--- src/rtl/gamepad_pmod_tx.sv ---
// gamepad_pmod_tx: serialises two 12-bit SNES button words into one latch + 24-clock frame
module gamepad_pmod_tx #(
  parameter int CLK_DIV     = 4,
  parameter int AUTO_PERIOD = 0
) (
  input  logic        clk,
  input  logic        rst_n,
  input  logic        start,
  input  logic [11:0] buttons_1,
  input  logic [11:0] buttons_2,
  input  logic        present_1,
  input  logic        present_2,
  output logic        game_latch,
  output logic        game_clk,
  output logic        game_data,
  output logic        busy,
  output logic        frame_done
);
  typedef enum logic [2:0] {IDLE, LATCH, CLK_LO, CLK_HI, DONE} state_t;
  localparam int AW = AUTO_PERIOD > 1 ? $clog2(AUTO_PERIOD) : 1;
  state_t      state, state_n;
  logic [7:0]  phase, phase_n;
  logic [4:0]  bit_cnt, bit_cnt_n;
  logic [23:0] sr, sr_n;
  logic [23:0] word;
  logic [AW-1:0] auto_cnt;
  logic        auto_tick, trig, ph_end;
  assign auto_tick = (AUTO_PERIOD > 0) && (auto_cnt == AW'(AUTO_PERIOD - 1));
  assign trig      = start | auto_tick;
  assign ph_end    = phase == 8'(CLK_DIV - 1);
  assign word      = {present_1 ? buttons_1 : 12'h000, present_2 ? buttons_2 : 12'h000};
  assign game_data = sr[23];
  // free-running auto-trigger counter, wraps at AUTO_PERIOD-1 (held at 0 when disabled)
  always_ff @(posedge clk or negedge rst_n)
    if (!rst_n) auto_cnt <= '0;
    else auto_cnt <= (auto_tick || AUTO_PERIOD == 0) ? '0 : auto_cnt + 1'b1;
  // next-state: the DONE cycle accepts a trigger so frames can run with one idle cycle
  always_comb begin
    state_n   = state;
    phase_n   = ph_end ? '0 : phase + 8'd1;
    bit_cnt_n = bit_cnt;
    sr_n      = sr;
    case (state)
      IDLE, DONE: begin
        state_n   = trig ? LATCH : IDLE;
        phase_n   = '0;
        bit_cnt_n = '0;
        sr_n      = trig ? word : '0;
      end
      LATCH:  state_n = ph_end ? CLK_LO : LATCH;
      CLK_LO: state_n = ph_end ? CLK_HI : CLK_LO;
      CLK_HI: if (ph_end) begin
        state_n   = bit_cnt == 5'd23 ? DONE : CLK_LO;
        bit_cnt_n = bit_cnt + 5'd1;
        sr_n      = bit_cnt == 5'd23 ? '0 : {sr[22:0], 1'b0};
      end
      default: state_n = IDLE;
    endcase
  end
  // state, counters, shift register and registered link outputs
  always_ff @(posedge clk or negedge rst_n)
    if (!rst_n) begin
      state      <= IDLE;
      phase      <= '0;
      bit_cnt    <= '0;
      sr         <= '0;
      game_latch <= 1'b0;
      game_clk   <= 1'b0;
      busy       <= 1'b0;
      frame_done <= 1'b0;
    end else begin
      state      <= state_n;
      phase      <= phase_n;
      bit_cnt    <= bit_cnt_n;
      sr         <= sr_n;
      game_latch <= state_n == LATCH;
      game_clk   <= state_n == CLK_HI;
      busy       <= state_n inside {LATCH, CLK_LO, CLK_HI};
      frame_done <= state_n == DONE;
    end
endmodule

--- config.mk ---
export PLATFORM = sky130hd
export DESIGN_NAME = gamepad_pmod_tx
export DESIGN_NICKNAME = d
export VERILOG_FILES = /design/src/rtl/gamepad_pmod_tx.sv
export SDC_FILE = /design/constraint.sdc
export NUM_CORES = 1
export LEC_CHECK = 0
export CAP_MARGIN = 20
export CORE_ASPECT_RATIO = 0.6
export CORE_MARGIN = 3
export CORE_UTILIZATION = 56
export CTS_BUF_LIST = sky130_fd_sc_hd__clkbuf_16
export CTS_CLUSTER_SIZE = 10
export DETAILED_ROUTE_END_ITERATION = 8
export PLACE_DENSITY = 0.84
export REMOVE_ABC_BUFFERS = 1
export SETUP_SLACK_MARGIN = 0.5
export SYNTH_ARGS = -nofsm -noshare
export SYNTH_HDL_FRONTEND = slang
export SYNTH_SLANG_ARGS = --single-unit
--- constraint.sdc ---
create_clock -name clk -period 2.9 [get_ports clk]
set_input_delay 0.29 -clock clk [delete_from_list [all_inputs] [get_ports clk]]
set_output_delay 0.29 -clock clk [all_outputs]
set_load 0.01 [all_outputs]
* Word level (Yosys, flattened, before mapping)
Cells that the tools add are included.
** Cells by class
- Add/sub/neg operators :: 2
- Eq/ne operators :: 11
- Mux-type cells :: 16
- Reductions and logical operators :: 5
** Operators with widths (number)
- 24-bit 2-to-1 mux :: 3
- 24-bit one-hot mux with 2 select lines :: 1
- 12-bit 2-to-1 mux :: 2
- 8-bit 2-to-1 mux :: 2
- 3-bit by 2-bit equality test with 1-bit output, second input constant :: 4
- 3-bit one-hot mux with 4 select lines :: 1
- 5-bit one-hot mux with 2 select lines :: 1
- 8-bit by 1-bit adder with 8-bit output, second input constant :: 1
- 8-bit by 2-bit equality test with 1-bit output, second input constant :: 1
- 3-bit by 1-bit equality test with 1-bit output, second input constant :: 2
- 3-bit equality test, second input constant :: 2
- 3-bit 2-to-1 mux :: 2
- 5-bit by 1-bit adder with 5-bit output, second input constant :: 1
- 5-bit equality test, second input constant :: 1
- 5-bit 2-to-1 mux :: 1
- 3-bit logical NOT :: 1
- 3-bit nonzero test :: 1
- 1-bit 2-to-1 mux :: 2
- 2-bit 2-to-1 mux :: 1
- 2-bit inequality test, second input constant :: 1
- 2-bit AND reduction :: 1
- 2-bit nonzero test :: 1
- 2-bit OR reduction :: 1
** Storage, ports and cells
- Register bits :: 44
- Input port bits :: 29
- Output and inout bits :: 5
- Logic and storage cells :: 42

* Longest topological paths before layout
Gate-level depths: netlist of the first run.
- Depth after elaboration :: 6
- Depth in mapped cells :: 6
- Depth with buffers taken out :: 5

* Worst setup path before layout of the first run
OpenSTA, ideal clock, no wires.
- Path type :: register to register
- Start :: reg phase[0]
- End :: reg bit_cnt[2]
- Setup time :: 0.121 ns
- Arrival time :: 1.480 ns
- Data required time :: 2.779 ns
- Setup slack :: 1.299 ns
- Cell stages (with the launch flop) :: 7
- Path buffers :: 1
- Period minus slack after synthesis :: 1.601 ns
- Cells stage by stage :: dfrtp_1 > ha_1 > nor3b_2 > a31oi_2 > buf_6 > o21bai_1 > a22o_1
** Between the ends
- Word-level cells in the longest chain between the ends :: 3
** Ends and longest elaborated chain
- from (decl) :: RTL line 22 : logic [7:0] phase, phase_n;
- from (signal assigned) :: RTL line 73 : phase <= phase_n;
- 8-bit by 2-bit equality test with 1-bit output :: RTL line 30 : assign ph_end = phase == 8'(CLK_DIV - 1);
- 2-bit inequality test (no line)
- 2-bit AND reduction (no line)
- to (signal assigned) :: RTL line 74 : bit_cnt <= bit_cnt_n;
- to (decl) :: RTL line 23 : logic [4:0] bit_cnt, bit_cnt_n;
No other way between the ends.
A chain may end at the register's enable or synchronous reset.

* Final worst setup path of the first run
- Start :: reg phase[0]
- End :: reg state[1]
** Between the ends
- Word-level cells in the longest chain between the ends :: 3
- Elaborated cells between the ends (all ways) :: 4
- Those cells by class :: eq/ne: 1; mux: 3
** Ends and longest elaborated chain
- 8-bit by 2-bit equality test with 1-bit output * :: RTL line 30
- 3-bit 2-to-1 mux / 2-bit 2-to-1 mux (equally long branches) :: RTL line 52, 50
- 3-bit one-hot mux with 4 select lines * :: RTL line 43 : case (state)
- named net state_n[1] :: RTL line 21 : state_t state, state_n;
- to (signal assigned) :: RTL line 72 : state <= state_n;
- to (decl) :: RTL line 21
The timed path passes the listed nets; every way through them passes the cells marked *.

==> run summary, run 1 <==
Worst setup EP type -> register
H-tree levels -> 2
P&R area growth vs syn -> 24.1%
flop-to-flop setup slack -> 0.92 ns
clk sinks -> 44
final setup fails -> 0
Main synth FF type -> dfrtp_1
simple-gate area share of the yosys netlist -> 0.184
vias in the first global route -> 1541
final WL -> 4210 µm
#FFs+latches synth -> 44
critical path type -> register to register
Longest Clk Path Bufs -> 2
Post-synth ARST share -> 1.00
number of synthesized flops with an enable pin -> 0
layout cells sized above 1 -> 0.0580
Area after DPL -> 0.00235 mm²
DR vias -> 1574
first-pass GRT wire length -> 7310 µm
DR pass1 iterations -> 4
register area share after synthesis -> 0.552
post-route antenna net violation count -> 0
Synthesis Warnings -> 0
Iter 0 DRT Violations -> 172
final cycle utilization of the critical path -> 0.683
total of max-cap violations -> 0
die area -> 0.00434 mm²
CTS tree -> built
Area contributors post-synth -> dfrtp_1, a22oi_1, o21ai_0
Die W -> 83.0 µm
Die Y -> 52.2 µm
mux cell area share after synthesis -> 0.00565
startpoint types -> register
Site Rows -> 16
number of diodes -> 0
drt drc -> 0
Final Power -> 1.16 mW
Ports -> 34
CP Data Required Time -> 3.04 ns
number of I/O port buffers -> 33
RSZ-0062 raised after global routing -> false
Max Slew Vio Count -> 0
GRT Total Usage -> 0.221
top-area cell type share of the netlist area -> 0.552
worst r2r src -> phase[0]
Synth Cell Area -> 0.00199 mm²
Setup Skew -> 0.00294 ns
Yosys top cell by area -> dfrtp_1
Period minus WS final -> 1.98 ns
final setup TNS -> 0 ns
clk root buf -> clkbuf_16
Mapped Avg Cell Area -> 10.3 µm²
Pleak -> 1.21 nW
fin area -> 0.00247 mm²
Critical path origin -> phase[0]
area of the core -> 0.00334 mm²
Final HPWL DP -> 2970 µm
routed len/inst -> 15.7 µm
Post-CTS Setup Inserts -> 0
Synth Area in Adders -> 0.0125
most frequent cells in the layout -> dfrtp_1, clkdlybuf4s50_1, nand2_1, o21ai_0, a22oi_1
GPL Wtd Cong -> 0.755
Starting Density -> 0.597
Min Hold Slack -> 0.148 ns
fin nets -> 257
outcome -> completed
Worst Hold Class -> input pin to async pin
initial antenna violation count -> 0
fmax -> 505 MHz
combinational family with the most area after synthesis -> simple AND/OR/NAND/NOR gates
DR vias/cell -> 5.85
clk_lat worst skew -> 0.28 ns
Slew @ Worst Pin -> 0.918 ns
Worst Path Arrival -> 2.12 ns
xor/xnor share of the synthesized area -> 0.0395
CTS Buf Count -> 5
total grt overflow -> 0
Synth Area in Compound Gates -> 0.179
largest net degree at the start of global routing -> 51
# fillers -> 229
placed insts -> 264
hold_buf cts -> 0
Critical Path Fanout Max -> 7
commonest non-fill, non-tap cell in the layout -> dfrtp_1
pwr/cell area -> 467 mW/mm²
Hold Vio Cnt, Final -> 0
Layout Cells excl Fill -> 269
Rel. slew slack -> 0.388
Cell variety after synth -> 33
# resized after CTS -> 0
worst vdd ir -> 310 µV
Reg clk slew, reported paths -> 0.05 ns
post-synthesis cell count -> 194
-- worst max-delay path, stage by stage, from the launching register on --
cell	delay, ns
dfrtp_1	0.40
ha_1	0.22
nor3b_2	0.44
nand2_1	0.28
nor3_1	0.39
nor3_1	0.11
-- cell families after synthesis --
kind of cell | after synthesis
compound gates | 56
xor+xnor | 9
fa+ha+maj | 2
buf+inv | 11
flops | 44
mux | 1
simple gates | 71
-- stage by stage --
stage | util | setup WS, ns
finish | 0.740 | 0.920
global route | 0.740 | 0.794
floorplan | - | 0.637
global placement | 0.703 | 1.10
CTS | 0.740 | 0.947
detailed placement | 0.703 | 0.967
-- metal layers --
metal  vias to the layer above  part of all wire  global-route usage
li1                        755                 -                   -
met1                       764              0.46               0.285
met2                        50              0.47               0.371
met3                         5             0.064              0.0534
met4                         0             0.010              0.0788
met5                         -                 0                   0
-- area by class of cell --
cell class | instances | area [µm²] | area share
flip-flops and latches | 44 | 1100 | 0.445
clock buffers | 5 | 125 | 0.0506
inverters | 1 | 3.75 | 0.00152
repair buffers | 35 | 340 | 0.138
multi-input cells | 139 | 848 | 0.343
well taps | 45 | 56.3 | 0.0228
-- flip-flops by register name, summed over array words and instances (netlist names) --
name / count
sr: 24
phase: 8
bit_cnt: 5
state: 3
busy: 1
frame_done: 1
game_clk: 1
game_latch: 1
-- power by group --
part | switching [mW] | total [mW] | internal, mW
clock network | 0.188 | 0.492 | 0.303
logic | 0.0177 | 0.0501 | 0.0324
registers | 0 | 0.615 | 0.615
total | 0.206 | 1.16 | 0.950
-- final timing paths --
check,to,depth (start not counted)
hold / removal,sr[16],1
setup / recovery,state[1],5
max in group asynchronous,sr[4],1
hold reg to reg,sr[13],2
min in group clk,sr[13],2
setup reg to reg,state[1],5
-- synthesized netlist by cell type (2+ instances only) --
| library cell | instances |
|---|---|
| a21oi_1 | 3 |
| a22o_1 | 2 |
| a22oi_1 | 23 |
| and2_1 | 3 |
| and3_1 | 7 |
| buf_2 | 3 |
| clkbuf_1 | 5 |
| dfrtp_1 | 44 |
| ha_1 | 2 |
| nand2_1 | 30 |
| nand3_1 | 3 |
| nand3b_1 | 2 |
| nand4_1 | 3 |
| nor2_1 | 12 |
| nor3_1 | 2 |
| nor3b_1 | 2 |
| o21ai_0 | 25 |
| xnor2_1 | 3 |
| xor2_1 | 6 |
No activity file was read; power rests on OpenSTA's default activity.
==> run 2: changes to the inputs <==
--- a/config.mk
+++ b/config.mk
@@ -8,11 +8,11 @@
 export CAP_MARGIN = 20
 export CORE_ASPECT_RATIO = 0.6
 export CORE_MARGIN = 3
-export CORE_UTILIZATION = 56
+export CORE_UTILIZATION = 47
 export CTS_BUF_LIST = sky130_fd_sc_hd__clkbuf_16
 export CTS_CLUSTER_SIZE = 10
 export DETAILED_ROUTE_END_ITERATION = 8
-export PLACE_DENSITY = 0.84
+export PLACE_DENSITY = 0.75
 export REMOVE_ABC_BUFFERS = 1
 export SETUP_SLACK_MARGIN = 0.5
 export SYNTH_ARGS = -nofsm -noshare
==> constraint.sdc (replaced) <==
create_clock -name clk -period 1.6 [get_ports clk]
set_input_delay 0.16 -clock clk [delete_from_list [all_inputs] [get_ports clk]]
set_output_delay 0.16 -clock clk [all_outputs]
set_load 0.01 [all_outputs]
==> run 2 against run 1 <==
Effect of this change: the flow now finishes with violations (negative setup slack); combinational power increased by 100%; largest power group is now clock; largest cell class unchanged; die area grew 17%; sequential share of layout area fell by 8.2 points; wire length rose by 41%; final area grew 23%; clock-buffer cell count did not move; global-route usage shrank 0.054 points; total power rose by 110%; maximum frequency increased by 17%.
==> run summary, run 2 (same netlist as run 1, synthesis figures left out) <==
outcome -> finished, violations left
failing checks -> negative setup slack
Setup Skew -> 0.00504 ns (+0.00210 ns)
placed insts -> 288 (+9.1%)
worst vdd ir -> 560 µV (+80%)
max reg flops -> 24 (unchanged)
layout cells sized above 1 -> 0.290 (+0.232)
Worst Hold Class -> register to register
number of I/O port buffers -> 33 (unchanged)
CP max stage cell -> dfrtp_1
GRT Total Usage -> 0.220 (-0.000542)
RSZ-0062 raised after global routing -> true
largest net degree at the start of global routing -> 45 (-12%)
CP cell instances -> ha_2, nor3b_4, buf_6, a31oi_4, buf_12, o21bai_4, a22o_1
fin nets -> 285 (+11%)
fin area -> 0.00304 mm² (+23%)
vias in the first global route -> 1782 (+16%)
Critical Path Fanout Max -> 4 (-3)
CTS Buf Count -> 5 (unchanged)
final cycle utilization of the critical path -> 1.05 (+0.372)
# fillers -> 220 (-3.9%)
critical path type -> register to register
Iter 0 DRT Violations -> 210 (+22%)
final setup TNS -> -1.52 ns (-1.52 ns)
post-route antenna net violation count -> 0 (unchanged)
Die Y -> 56.5 µm (+8.1%)
Worst setup EP type -> register
Slew @ Worst Pin -> 0.560 ns (-0.358 ns)
first-pass GRT wire length -> 8910 µm (+22%)
Max Slew Vio Count -> 0 (unchanged)
Layout Cells excl Fill -> 312 (+16%)
routed len/inst -> 19.0 µm (+22%)
Min Hold Slack -> 0.479 ns (+0.331 ns)
DR pass1 iterations -> 4 (unchanged)
H-tree levels -> 2 (unchanged)
drt drc -> 0 (unchanged)
most frequent cells in the layout -> dfrtp_1, clkdlybuf4s50_1, a22oi_1, nand2_1, buf_4
Ports -> 34 (unchanged)
clk root buf -> clkbuf_16
commonest non-fill, non-tap cell in the layout -> dfrtp_1
die area -> 0.00509 mm² (+17%)
initial antenna violation count -> 0 (unchanged)
slowest stage delay, CP -> 0.38 ns (-0.06 ns)
pwr/cell area -> 780 mW/mm² (+67%)
final setup fails -> 35 (+35)
CP bufs+invs -> 2 (+2)
Die W -> 90.1 µm (+8.5%)
Starting Density -> 0.515 (-0.0814)
clk_lat worst skew -> 0.29 ns (about the same)
total grt overflow -> 0 (unchanged)
total of max-cap violations -> 0 (unchanged)
Final HPWL DP -> 3220 µm (+8.5%)
number of diodes -> 0 (unchanged)
Worst Path Arrival -> 1.86 ns (-0.26 ns)
startpoint types -> register
fin worst setup slack -> -0.0873 ns (-1.01 ns)
Setup WS pre-CTS -> -0.139 ns (-1.11 ns)
Rel. slew slack -> 0.627 (+0.239)
GPL Wtd Cong -> 0.924 (+22%)
area of the core -> 0.00387 mm² (+16%)
CP delay by family, top -> compound AO/OA/AOI/OAI gates
Reg clk slew, reported paths -> 0.06 ns (about the same)
fmax -> 593 MHz (+17%)
P&R area growth vs syn -> 52.4%
DR vias/cell -> 5.83 (-0.31%)
Largest Register -> sr
Hold Vio Cnt, Final -> 0 (unchanged)
DR vias -> 1820 (+16%)
Period minus WS final -> 1.69 ns (-0.293 ns)
Area after DPL -> 0.00249 mm² (+6.1%)
biggest regs -> sr x24, phase x8, bit_cnt x5
CTS tree -> built
Pleak -> 1.43 nW (+18%)
Site Rows -> 17 (+1)
CP Data Required Time -> 1.78 ns (-1.26 ns)
final WL -> 5940 µm (+41%)
clk sinks -> 44 (unchanged)
Longest Clk Path Bufs -> 2 (unchanged)
[run 2: changes by cell type in the layout (fill, tap and decap cells not counted), moves of 3 or more]
cell,change
buf_6,+5
buf_4,+14
o21ai_2,+9
nand2_1,-11
nand2_4,+3
clkdlybuf4s15_1,+5
o21ai_0,-16
nand2_2,+7
nor2_1,-3
o21ai_1,+7
clkdlybuf4s50_1,-5
buf_12,+4
[run 2: final cells by class]
type,instances,area [µm²],share of cell area
inverters,1,3.75,0.00123
clock inverters,3,42.5,0.0140
well taps,57,71.3,0.0235
clock buffers,5,125,0.0412
flip-flops and latches,44,1100,0.363
repair buffers,63,697,0.229
multi-input cells,139,997,0.328
[run 2: worst min-delay path, delay by kind of cell (launching register included)]
| family | cells | cell delay (ns) |
|---|---|---|
| flops | 1 | 0.35 |
| simple gates | 1 | 0.05 |
| compound gates | 1 | 0.04 |
[run 2: final timing paths]
check	startpoint	to	slack, ns	cells after the start
max in group asynchronous	rst_n	phase[4]	0.71	3
min in group asynchronous	rst_n	bit_cnt[3]	0.49	3
hold reg to reg	sr[8]	sr[8]	0.48	2
hold / removal	sr[8]	sr[8]	0.48	2
setup / recovery	phase[1]	bit_cnt[2]	-0.09	7
setup reg to reg	phase[1]	bit_cnt[2]	-0.09	7
[run 2: layer usage]
layer	wire length [µm]	global-route usage
met5	0	0
met2	2720	0.348
met4	133	0.0741
met1	2720	0.297
met3	363	0.0576
[run 2: timing repair]
action / CTS / global route
hold endpoints to repair: 44 / 0
setup buffers: 11 / 0
setup endpoints to repair: 49 / 47
cloned: 2 / 2
pin swaps: 13 / 12
hold buffers: 1 / 0
gates resized for setup: 25 / 48
[run 2: where the power goes]
part           total, mW  internal [mW]  switching (mW)
clock network       1.16          0.733           0.425
registers           1.11           1.11               0
logic              0.100         0.0635          0.0369
[run 2: stage by stage]
step / utilization / total power, mW
floorplan: - / 1.13
global placement: 0.644 / 1.23
detailed placement: 0.644 / 1.23
CTS: 0.743 / 2.38
global route: 0.785 / 2.44
finish: 0.785 / 2.37
